$ cat config.mk
export PLATFORM = sky130hd
export DESIGN_NAME = fp_mul_pipe_flat
export DESIGN_NICKNAME = d
export VERILOG_FILES = /design/src/rtl/fp_mul_pkg.sv /design/src/rtl/fp_mul_pipe_if.sv /design/src/rtl/fp_round.sv /design/src/rtl/fp_mul_pipe.sv /design/src/flat_wrapper.sv
export SDC_FILE = /design/constraint.sdc
export NUM_CORES = 2
export LEC_CHECK = 0
export ABC_AREA = 1
export CAP_MARGIN = 20
export CORE_MARGIN = 2
export CORE_UTILIZATION = 50
export CTS_CLUSTER_DIAMETER = 80
export DETAILED_ROUTE_END_ITERATION = 7
export PLACE_DENSITY_LB_ADDON = 0.1
export SLEW_MARGIN = 20
export SYNTH_ARGS = -nofsm -noshare
export SYNTH_HDL_FRONTEND = slang
export SYNTH_HIERARCHICAL = 1
export SYNTH_SLANG_ARGS = --single-unit
export TNS_END_PERCENT = 10
$ cat constraint.sdc
create_clock -name clk -period 7.9 [get_ports clk]
set_input_delay 1.58 -clock clk [delete_from_list [all_inputs] [get_ports clk]]
set_output_delay 1.58 -clock clk [all_outputs]
set_load 0.1 [all_outputs]
$ cat src/rtl/fp_mul_pkg.sv
// Shared types and constant helpers for the pipelined floating-point multiplier.
package fp_mul_pkg;

  typedef enum logic [2:0] {
    RM_RNE = 3'b000,
    RM_RTZ = 3'b001,
    RM_RDN = 3'b010,
    RM_RUP = 3'b011,
    RM_RMM = 3'b100
  } rmode_e;

  typedef enum logic [1:0] {
    CLS_ZERO = 2'd0,
    CLS_NORM = 2'd1,
    CLS_INF  = 2'd2,
    CLS_NAN  = 2'd3
  } fclass_e;

  // Undefined encodings fall back to round-to-nearest-even.
  function automatic rmode_e decode_rmode(input logic [2:0] raw);
    rmode_e m;
    case (raw)
      3'b001:  m = RM_RTZ;
      3'b010:  m = RM_RDN;
      3'b011:  m = RM_RUP;
      3'b100:  m = RM_RMM;
      default: m = RM_RNE;
    endcase
    return m;
  endfunction

  // Bit patterns below are returned 64 bits wide; callers keep the low FP_W bits.
  function automatic logic [63:0] inf_bits(input int exp_w, input int frc_w);
    return ((64'd1 << exp_w) - 64'd1) << frc_w;
  endfunction

  function automatic logic [63:0] canon_nan(input int exp_w, input int frc_w);
    return inf_bits(exp_w, frc_w) | (64'd1 << (frc_w - 1));
  endfunction

  function automatic logic [63:0] max_finite(input int exp_w, input int frc_w);
    return (((64'd1 << exp_w) - 64'd2) << frc_w) | ((64'd1 << frc_w) - 64'd1);
  endfunction

endpackage

$ cat src/rtl/fp_mul_pipe_if.sv
// Operand/result handshake bundle for fp_mul_pipe.
interface fp_mul_pipe_if #(
  parameter int EXP_W = 8,
  parameter int FRC_W = 23
);
  localparam int FP_W = 1 + EXP_W + FRC_W;

  logic            in_valid;
  logic            in_ready;
  logic [FP_W-1:0] fp_X;
  logic [FP_W-1:0] fp_Y;
  logic [2:0]      r_mode;
  logic            out_valid;
  logic            out_ready;
  logic [FP_W-1:0] fp_Z;
  logic            ovrf;
  logic            udrf;

  modport master (
    output in_valid, fp_X, fp_Y, r_mode, out_ready,
    input  in_ready, out_valid, fp_Z, ovrf, udrf
  );

  modport slave (
    input  in_valid, fp_X, fp_Y, r_mode, out_ready,
    output in_ready, out_valid, fp_Z, ovrf, udrf
  );
endinterface

$ cat src/rtl/fp_round.sv
// Normalises the raw significand product, rounds it per mode and resolves
// overflow/underflow into the packed result.
module fp_round
  import fp_mul_pkg::*;
#(
  parameter int EXP_W = 8,
  parameter int FRC_W = 23
) (
  input  logic                    sign,
  input  logic signed [EXP_W+1:0] exp_in,
  input  logic [2*FRC_W+1:0]      prod,
  input  rmode_e                  rm,
  output logic [EXP_W+FRC_W:0]    result,
  output logic                    ovrf,
  output logic                    udrf
);
  localparam int XW = EXP_W + 2;
  localparam logic signed [XW-1:0] EXP_MAX = XW'((1 << EXP_W) - 1);
  localparam logic signed [XW-1:0] EXP_MIN = XW'(1);
  localparam logic [63:0] INF64 = inf_bits(EXP_W, FRC_W);
  localparam logic [63:0] MAX64 = max_finite(EXP_W, FRC_W);

  logic                 hi;
  logic [FRC_W:0]       mant;
  logic                 guard;
  logic                 sticky;
  logic                 inc;
  logic                 carry;
  logic [FRC_W+1:0]     mant_r;
  logic [FRC_W-1:0]     frac;
  logic signed [XW-1:0] exp_n;
  logic signed [XW-1:0] exp_r;
  logic [EXP_W+FRC_W:0] inf_res;
  logic [EXP_W+FRC_W:0] max_res;

  // Product lies in [1,4); the top bit says whether it reached 2.
  assign hi = prod[2*FRC_W+1];

  always_comb begin
    if (hi) begin
      mant   = prod[2*FRC_W+1:FRC_W+1];
      guard  = prod[FRC_W];
      sticky = |prod[FRC_W-1:0];
    end else begin
      mant   = prod[2*FRC_W:FRC_W];
      guard  = prod[FRC_W-1];
      sticky = |prod[FRC_W-2:0];
    end
  end

  assign exp_n = exp_in + $signed({{(XW-1){1'b0}}, hi});

  always_comb begin
    case (rm)
      RM_RTZ:  inc = 1'b0;
      RM_RDN:  inc = sign & (guard | sticky);
      RM_RUP:  inc = ~sign & (guard | sticky);
      RM_RMM:  inc = guard;
      default: inc = guard & (sticky | mant[0]);
    endcase
  end

  // A carry out of the rounded significand means it became exactly 2.0.
  assign mant_r = {1'b0, mant} + {{(FRC_W+1){1'b0}}, inc};
  assign carry  = mant_r[FRC_W+1];
  assign frac   = carry ? mant_r[FRC_W:1] : mant_r[FRC_W-1:0];
  assign exp_r  = exp_n + $signed({{(XW-1){1'b0}}, carry});

  assign ovrf = (exp_r >= EXP_MAX);
  assign udrf = (exp_r < EXP_MIN);

  assign inf_res = {sign, INF64[EXP_W+FRC_W-1:0]};
  assign max_res = {sign, MAX64[EXP_W+FRC_W-1:0]};

  always_comb begin
    result = {sign, exp_r[EXP_W-1:0], frac};
    if (ovrf) begin
      case (rm)
        RM_RTZ:  result = max_res;
        RM_RDN:  result = sign ? inf_res : max_res;
        RM_RUP:  result = sign ? max_res : inf_res;
        default: result = inf_res;
      endcase
    end else if (udrf) begin
      result = {sign, {(EXP_W+FRC_W){1'b0}}};
    end
  end

endmodule

$ cat src/rtl/fp_mul_pipe.sv
// Three-stage floating-point multiplier with valid/ready flow control;
// a stalled output freezes the whole pipe.
module fp_mul_pipe
  import fp_mul_pkg::*;
#(
  parameter int EXP_W = 8,
  parameter int FRC_W = 23
) (
  input  logic         clk,
  input  logic         rst,
  fp_mul_pipe_if.slave bus
);
  localparam int FP_W = 1 + EXP_W + FRC_W;
  localparam int XW   = EXP_W + 2;
  localparam int MW   = FRC_W + 1;
  localparam int PW   = 2 * MW;
  localparam logic signed [XW-1:0] BIAS_X = XW'((1 << (EXP_W - 1)) - 1);
  localparam logic [63:0] NAN64 = canon_nan(EXP_W, FRC_W);
  localparam logic [63:0] INF64 = inf_bits(EXP_W, FRC_W);

  logic advance;

  // ---------------- S1: unpack, classify, exponent sum ----------------
  logic [FP_W-1:0]  op  [2];
  logic             sgn [2];
  logic [EXP_W-1:0] ex  [2];
  logic [FRC_W-1:0] fr  [2];
  logic [MW-1:0]    man [2];
  fclass_e          cls [2];

  assign op[0] = bus.fp_X;
  assign op[1] = bus.fp_Y;

  genvar gi;
  generate
    for (gi = 0; gi < 2; gi++) begin : g_unpack
      assign sgn[gi] = op[gi][FP_W-1];
      assign ex[gi]  = op[gi][FP_W-2 -: EXP_W];
      assign fr[gi]  = op[gi][FRC_W-1:0];
      assign man[gi] = {1'b1, fr[gi]};
      // Subnormals (exp==0) are flushed to zero here.
      assign cls[gi] = (ex[gi] == '0) ? CLS_ZERO :
                       (&ex[gi])      ? ((fr[gi] == '0) ? CLS_INF : CLS_NAN) :
                                        CLS_NORM;
    end
  endgenerate

  fclass_e              s1_cls_next;
  logic signed [XW-1:0] s1_exp_next;

  always_comb begin
    if (cls[0] == CLS_NAN || cls[1] == CLS_NAN ||
        (cls[0] == CLS_ZERO && cls[1] == CLS_INF) ||
        (cls[0] == CLS_INF && cls[1] == CLS_ZERO))
      s1_cls_next = CLS_NAN;
    else if (cls[0] == CLS_INF || cls[1] == CLS_INF)
      s1_cls_next = CLS_INF;
    else if (cls[0] == CLS_ZERO || cls[1] == CLS_ZERO)
      s1_cls_next = CLS_ZERO;
    else
      s1_cls_next = CLS_NORM;
  end

  assign s1_exp_next = $signed({2'b00, ex[0]}) + $signed({2'b00, ex[1]}) - BIAS_X;

  logic                 s1_valid_reg;
  logic                 s1_sign_reg;
  fclass_e              s1_cls_reg;
  logic signed [XW-1:0] s1_exp_reg;
  logic [MW-1:0]        s1_ma_reg;
  logic [MW-1:0]        s1_mb_reg;
  rmode_e               s1_rm_reg;

  // ---------------- S2: significand product ----------------
  logic                 s2_valid_reg;
  logic                 s2_sign_reg;
  fclass_e              s2_cls_reg;
  logic signed [XW-1:0] s2_exp_reg;
  logic [PW-1:0]        s2_prod_reg;
  rmode_e               s2_rm_reg;
  logic [PW-1:0]        s2_prod_next;

  assign s2_prod_next = PW'(s1_ma_reg) * PW'(s1_mb_reg);

  // ---------------- S3: round, resolve specials, pack ----------------
  logic [FP_W-1:0] rnd_result;
  logic            rnd_ovrf;
  logic            rnd_udrf;
  logic [FP_W-1:0] z_next;
  logic            ovrf_next;
  logic            udrf_next;

  fp_round #(
    .EXP_W (EXP_W),
    .FRC_W (FRC_W)
  ) u_round (
    .sign   (s2_sign_reg),
    .exp_in (s2_exp_reg),
    .prod   (s2_prod_reg),
    .rm     (s2_rm_reg),
    .result (rnd_result),
    .ovrf   (rnd_ovrf),
    .udrf   (rnd_udrf)
  );

  always_comb begin
    z_next    = '0;
    ovrf_next = 1'b0;
    udrf_next = 1'b0;
    if (s2_valid_reg) begin
      case (s2_cls_reg)
        CLS_NAN:  z_next = NAN64[FP_W-1:0];
        CLS_INF:  z_next = {s2_sign_reg, INF64[FP_W-2:0]};
        CLS_ZERO: z_next = {s2_sign_reg, {(FP_W-1){1'b0}}};
        default: begin
          z_next    = rnd_result;
          ovrf_next = rnd_ovrf;
          udrf_next = rnd_udrf;
        end
      endcase
    end
  end

  logic            out_valid_reg;
  logic [FP_W-1:0] fp_z_reg;
  logic            ovrf_reg;
  logic            udrf_reg;

  assign advance       = !(out_valid_reg && !bus.out_ready);
  assign bus.in_ready  = advance;
  assign bus.out_valid = out_valid_reg;
  assign bus.fp_Z      = fp_z_reg;
  assign bus.ovrf      = ovrf_reg;
  assign bus.udrf      = udrf_reg;

  always_ff @(posedge clk) begin
    if (rst) begin
      s1_valid_reg  <= 1'b0;
      s2_valid_reg  <= 1'b0;
      out_valid_reg <= 1'b0;
      fp_z_reg      <= '0;
      ovrf_reg      <= 1'b0;
      udrf_reg      <= 1'b0;
    end else if (advance) begin
      s1_valid_reg  <= bus.in_valid;
      s2_valid_reg  <= s1_valid_reg;
      out_valid_reg <= s2_valid_reg;
      fp_z_reg      <= z_next;
      ovrf_reg      <= ovrf_next;
      udrf_reg      <= udrf_next;
    end
  end

  // Datapath registers need no reset: they are qualified by the stage valids.
  always_ff @(posedge clk) begin
    if (advance) begin
      s1_sign_reg <= sgn[0] ^ sgn[1];
      s1_cls_reg  <= s1_cls_next;
      s1_exp_reg  <= s1_exp_next;
      s1_ma_reg   <= man[0];
      s1_mb_reg   <= man[1];
      s1_rm_reg   <= decode_rmode(bus.r_mode);
      s2_sign_reg <= s1_sign_reg;
      s2_cls_reg  <= s1_cls_reg;
      s2_exp_reg  <= s1_exp_reg;
      s2_prod_reg <= s2_prod_next;
      s2_rm_reg   <= s1_rm_reg;
    end
  end

endmodule

$ cat src/flat_wrapper.sv
// flat-port wrapper written by rule: the top's interface ports become plain ports
module fp_mul_pipe_flat import fp_mul_pkg::*;
#(
  parameter int EXP_W = 8,
  parameter int FRC_W = 23
)
  (clk, rst, bus_in_valid, bus_fp_X, bus_fp_Y, bus_r_mode, bus_out_ready, bus_in_ready, bus_out_valid, bus_fp_Z, bus_ovrf, bus_udrf);
  fp_mul_pipe_if #(.EXP_W(EXP_W), .FRC_W(FRC_W)) bus_i ();
  input  logic clk;
  input  logic rst;
  input wire logic [$bits(bus_i.in_valid)-1:0] bus_in_valid;
  input wire logic [$bits(bus_i.fp_X)-1:0] bus_fp_X;
  input wire logic [$bits(bus_i.fp_Y)-1:0] bus_fp_Y;
  input wire logic [$bits(bus_i.r_mode)-1:0] bus_r_mode;
  input wire logic [$bits(bus_i.out_ready)-1:0] bus_out_ready;
  output wire logic [$bits(bus_i.in_ready)-1:0] bus_in_ready;
  output wire logic [$bits(bus_i.out_valid)-1:0] bus_out_valid;
  output wire logic [$bits(bus_i.fp_Z)-1:0] bus_fp_Z;
  output wire logic [$bits(bus_i.ovrf)-1:0] bus_ovrf;
  output wire logic [$bits(bus_i.udrf)-1:0] bus_udrf;
  assign bus_i.in_valid = bus_in_valid;
  assign bus_i.fp_X = bus_fp_X;
  assign bus_i.fp_Y = bus_fp_Y;
  assign bus_i.r_mode = bus_r_mode;
  assign bus_i.out_ready = bus_out_ready;
  assign bus_in_ready = bus_i.in_ready;
  assign bus_out_valid = bus_i.out_valid;
  assign bus_fp_Z = bus_i.fp_Z;
  assign bus_ovrf = bus_i.ovrf;
  assign bus_udrf = bus_i.udrf;
  fp_mul_pipe #(.EXP_W(EXP_W), .FRC_W(FRC_W)) u_core (.clk(clk), .rst(rst), .bus(bus_i));
endmodule
==> summary.md <==
| Metric | Value |
|---|---|
| Total CTS buffers | 17 |
| Die Height | 243 um |
| RSZ-0062 raised after global routing | false |
| Row count | 87 |
| Share of synthesized registers carrying an async set or reset | 0% |
| Maximum Capacitance Violations | 0 |
| Dominant cell type by count on the critical path | sky130_fd_sc_hd__inv_1 |
| Largest net degree at the start of global routing | 74 |
| Total number of vias | 22,200 |
| Critical path's top delay family | adder cells |
| Buffering stage count on the worst path with inverters included | 8 |
| Slew margin rel. | 20.5% |
| Initial Utilization | 50.6% |
| Most numerous cell in the Yosys netlist | sky130_fd_sc_hd__nand2_1 |
| TNS Setup | 0 ps |
| Most area-hungry cell type in the Yosys netlist | sky130_fd_sc_hd__fa_1 |
| Routed via count divided by cell count | 4.90 |
| Fill cell count | 5,471 |
| Shortest period the worst path allows | 6780 ps |
| Ratio of cells with drive above 1 in the final layout | 4.41% |
| Post-detailed-placement half-perimeter wirelength | 61.2 mm |
| Synth-to-Final Area Change | 8.60% |
| Antenna violations before repair | 0 |
| Post-synth top flop | sky130_fd_sc_hd__edfxtp_1 |
| Post-CTS Setup Repair Bufs | 0 |
| Horizontal die dimension | 243 um |
| Vias in the first global route | 22,900 |
| Syn. warnings | 6 |
| Class of the most critical setup path | reg2reg |
| Total global-route track usage | 26.4% |
| Share of the synthesized area in the top cell type | 34.1% |
| CTS H-tree depth | 4 |
| Wire length per cell after detailed routing | 16.3 um |
| Delay contributed by the slowest stage of the critical path | 1150 ps |
| Number of primary I/O pins | 107 |
| Post-route fraction of the period consumed by the critical path | 85.9% |
| # nets final | 4,502 |
| Flip-flop count of the largest register, all copies and words added | 48 |
| Cell at the slowest stage of the critical path | sky130_fd_sc_hd__edfxtp_1 |
| Highest clock rate | 0.147 GHz |
| Worst-case clock buffer depth | 2 |
| Reg clk slew, reported paths | 80 ps |
| Iter 0 DRT Violations | 1,389 |
| CP arrival | 7020 ps |
| Biggest fanout along the worst timing path | 24 |
| Worst setup skew after layout | 15.2 ps |
| Area of the placeable core | 56,300 sq um |
| Number of buffers added on ports | 106 |
| Most numerous cell types in the synthesized netlist | sky130_fd_sc_hd__nand2_1 (1,085), sky130_fd_sc_hd__inv_1 (1,080), sky130_fd_sc_hd__fa_1 (484) |
| Final RePlAce weighted congestion | 0.950 |
| PostCTS Resize Cnt | 0 |
| Endpoint class of the critical path | flip-flop |
| Biggest area contributors in the synthesized netlist | sky130_fd_sc_hd__fa_1 (34%), sky130_fd_sc_hd__nand2_1 (14%), sky130_fd_sc_hd__inv_1 (14%) |
| Remaining routing DRC violations | 0 |
| Sequential-to-total area share from yosys stat | 15.9% |
| Post-synth EDFFs | 126 |
| Path type of the worst min-delay path | reg2reg |
| Run status | complete, no violations |
| Number of nets still failing antenna checks after routing | 0 |
| Insertion delay of the later-clocked pin in the worst-skew pair | 490 ps |
| Syn_nets | 4,445 |
| Full die area | 58,800 sq um |
| Data required time of the worst path | 8140 ps |
| Final global-route overflow total | 0 |
| Number of distinct library cell variants in the gate-level netlist after synthesis | 49 |
| Number of hold violations in the final report | 0 |
| Number of clock sinks | 163 |
| Root buf cell | sky130_fd_sc_hd__clkbuf_16 |
| Number of hold-repair buffers added at the cts stage | 0 |
| Max-slew violation count | 0 |
| Detailed-route wire length | 73.8 mm |
| Synthesized area divided by synthesized cell count | 7.70 sq um |
| ANT cells | 0 |
| Post-Synthesis Cells | 3,697 |
| First-pass GRT wire length | 122 mm |
| Slew at the pin with the worst max-slew slack | 1190 ps |
| Yosys reg bits | 163 |
| Worst Setup Start Kind | flip-flop |
| Post-Synthesis Cell Area | 28,500 sq um |
| CTS tree | built |
| Setup violators final | 0 |
| First-pass detailed-route iteration total | 7 |
[path summary, 6_finish.rpt]
path         cells after the start                                to                           from  slack, ps
max reg2reg                     25  u_core/s2_prod_reg[39]$_DFFE_PN_  u_core/s1_mb_reg[0]$_DFFE_PN_       1120
max                             25  u_core/s2_prod_reg[39]$_DFFE_PN_  u_core/s1_mb_reg[0]$_DFFE_PN_       1120
min reg2reg                      0     u_core/s2_rm_reg[1]$_DFFE_PN_  u_core/s1_rm_reg[1]$_DFFE_PN_        420
min                              0     u_core/s2_rm_reg[1]$_DFFE_PN_  u_core/s1_rm_reg[1]$_DFFE_PN_        420
[worst reg2reg max path, cell delays in order, from the launching register on]
cell	delay (ps)
sky130_fd_sc_hd__edfxtp_1	1150
sky130_fd_sc_hd__nand2_1	130
sky130_fd_sc_hd__inv_1	120
sky130_fd_sc_hd__fa_1	420
sky130_fd_sc_hd__fa_1	550
sky130_fd_sc_hd__inv_1	60
sky130_fd_sc_hd__fa_1	530
sky130_fd_sc_hd__inv_1	50
sky130_fd_sc_hd__fa_1	510
sky130_fd_sc_hd__inv_1	60
sky130_fd_sc_hd__fa_1	520
sky130_fd_sc_hd__inv_1	50
sky130_fd_sc_hd__fa_1	470
sky130_fd_sc_hd__inv_1	50
sky130_fd_sc_hd__fa_1	490
sky130_fd_sc_hd__inv_1	50
sky130_fd_sc_hd__ha_1	360
sky130_fd_sc_hd__nand2_1	120
sky130_fd_sc_hd__inv_1	90
sky130_fd_sc_hd__nand2_1	80
sky130_fd_sc_hd__nor2_2	190
sky130_fd_sc_hd__nand4_1	120
sky130_fd_sc_hd__nand3_1	160
sky130_fd_sc_hd__nand2_1	80
sky130_fd_sc_hd__nand3_1	80
sky130_fd_sc_hd__nand2_1	50
[final cells by class]
class	count	area [sq um]	area share, %
clock buffer	17	425	1.38
tap	756	946	3.06
clock inverter	15	156	0.506
multi-input combinational	2330	19300	62.5
timing repair buffer	154	1440	4.65
inverter	1088	4090	13.2
sequential	163	4520	14.6
[metal layers]
metal | part of all wire, % | routed length, um | track usage (%) | up-vias
met5 | 0 | 0 | 0 | -
met4 | 1.8 | 1360 | 5.90 | 0
li1 | - | - | - | 10700
met2 | 46 | 34300 | 43.5 | 573
met3 | 6.4 | 4690 | 5.32 | 75
met1 | 45 | 33500 | 36.0 | 10800
[metrics by stage]
| stage | instances | setup slack [ps] | utilization (%) | hold slack, ps | cell area, sq um |
|---|---|---|---|---|---|
| 3_3_place_gp | 4489 | 1150 | 53.8 | 401 | 30300 |
| 3_5_place_dp | 4489 | 1160 | 53.8 | 405 | 30300 |
| 4_1_cts | 4521 | 1150 | 54.9 | 416 | 30900 |
| 6_report | 4523 | 1120 | 54.9 | 420 | 30900 |
| 5_1_grt | 4523 | 747 | 54.9 | 418 | 30900 |
| 2_1_floorplan | 3697 | 1650 | - | 400 | 28500 |
[layout by cell type, fill, tap and decap left out, types with 2 or more instances in the layout]
master,netlist,routed
sky130_fd_sc_hd__buf_8,1,2
sky130_fd_sc_hd__a22oi_1,24,24
sky130_fd_sc_hd__ha_1,193,193
sky130_fd_sc_hd__nand2_1,1085,1085
sky130_fd_sc_hd__a221oi_1,2,2
sky130_fd_sc_hd__nor2_1,183,182
sky130_fd_sc_hd__xnor2_1,6,6
sky130_fd_sc_hd__a211oi_1,2,2
sky130_fd_sc_hd__nand2_2,21,21
sky130_fd_sc_hd__nand3_1,103,103
sky130_fd_sc_hd__o21ai_1,5,5
sky130_fd_sc_hd__or2_2,4,4
sky130_fd_sc_hd__clkdlybuf4s50_1,0,106
sky130_fd_sc_hd__edfxtp_1,126,126
sky130_fd_sc_hd__nor4_1,5,5
sky130_fd_sc_hd__inv_1,1080,1079
sky130_fd_sc_hd__fa_1,484,484
sky130_fd_sc_hd__xor2_1,28,28
sky130_fd_sc_hd__o21ai_2,5,5
sky130_fd_sc_hd__and2_1,3,3
sky130_fd_sc_hd__nor2_2,21,22
sky130_fd_sc_hd__nand3_2,11,11
sky130_fd_sc_hd__buf_4,7,46
sky130_fd_sc_hd__dfxtp_1,37,37
sky130_fd_sc_hd__a31oi_1,4,4
sky130_fd_sc_hd__o21bai_1,6,6
sky130_fd_sc_hd__clkbuf_16,0,17
sky130_fd_sc_hd__inv_8,0,4
sky130_fd_sc_hd__clkinv_8,0,2
sky130_fd_sc_hd__inv_2,7,7
sky130_fd_sc_hd__nand4_1,26,26
sky130_fd_sc_hd__inv_6,0,6
sky130_fd_sc_hd__nand3b_1,2,2
sky130_fd_sc_hd__a21oi_1,55,55
sky130_fd_sc_hd__o21ai_0,26,26
sky130_fd_sc_hd__nor2_4,7,7
sky130_fd_sc_hd__nor3_1,7,7
[cells by family after synthesis]
kind of cell             share of synthesized area, %
AO/OA/AOI/OAI                                    2.79
AND/OR/NAND/NOR                                  21.5
XOR/XNOR                                         1.10
flip-flops                                       15.9
adder cells (fa/ha/maj)                          42.5
buffers and inverters                            16.2
Power is not shown: default switching activity piles up to over one toggle a cycle in this logic, so the estimate is an artifact.
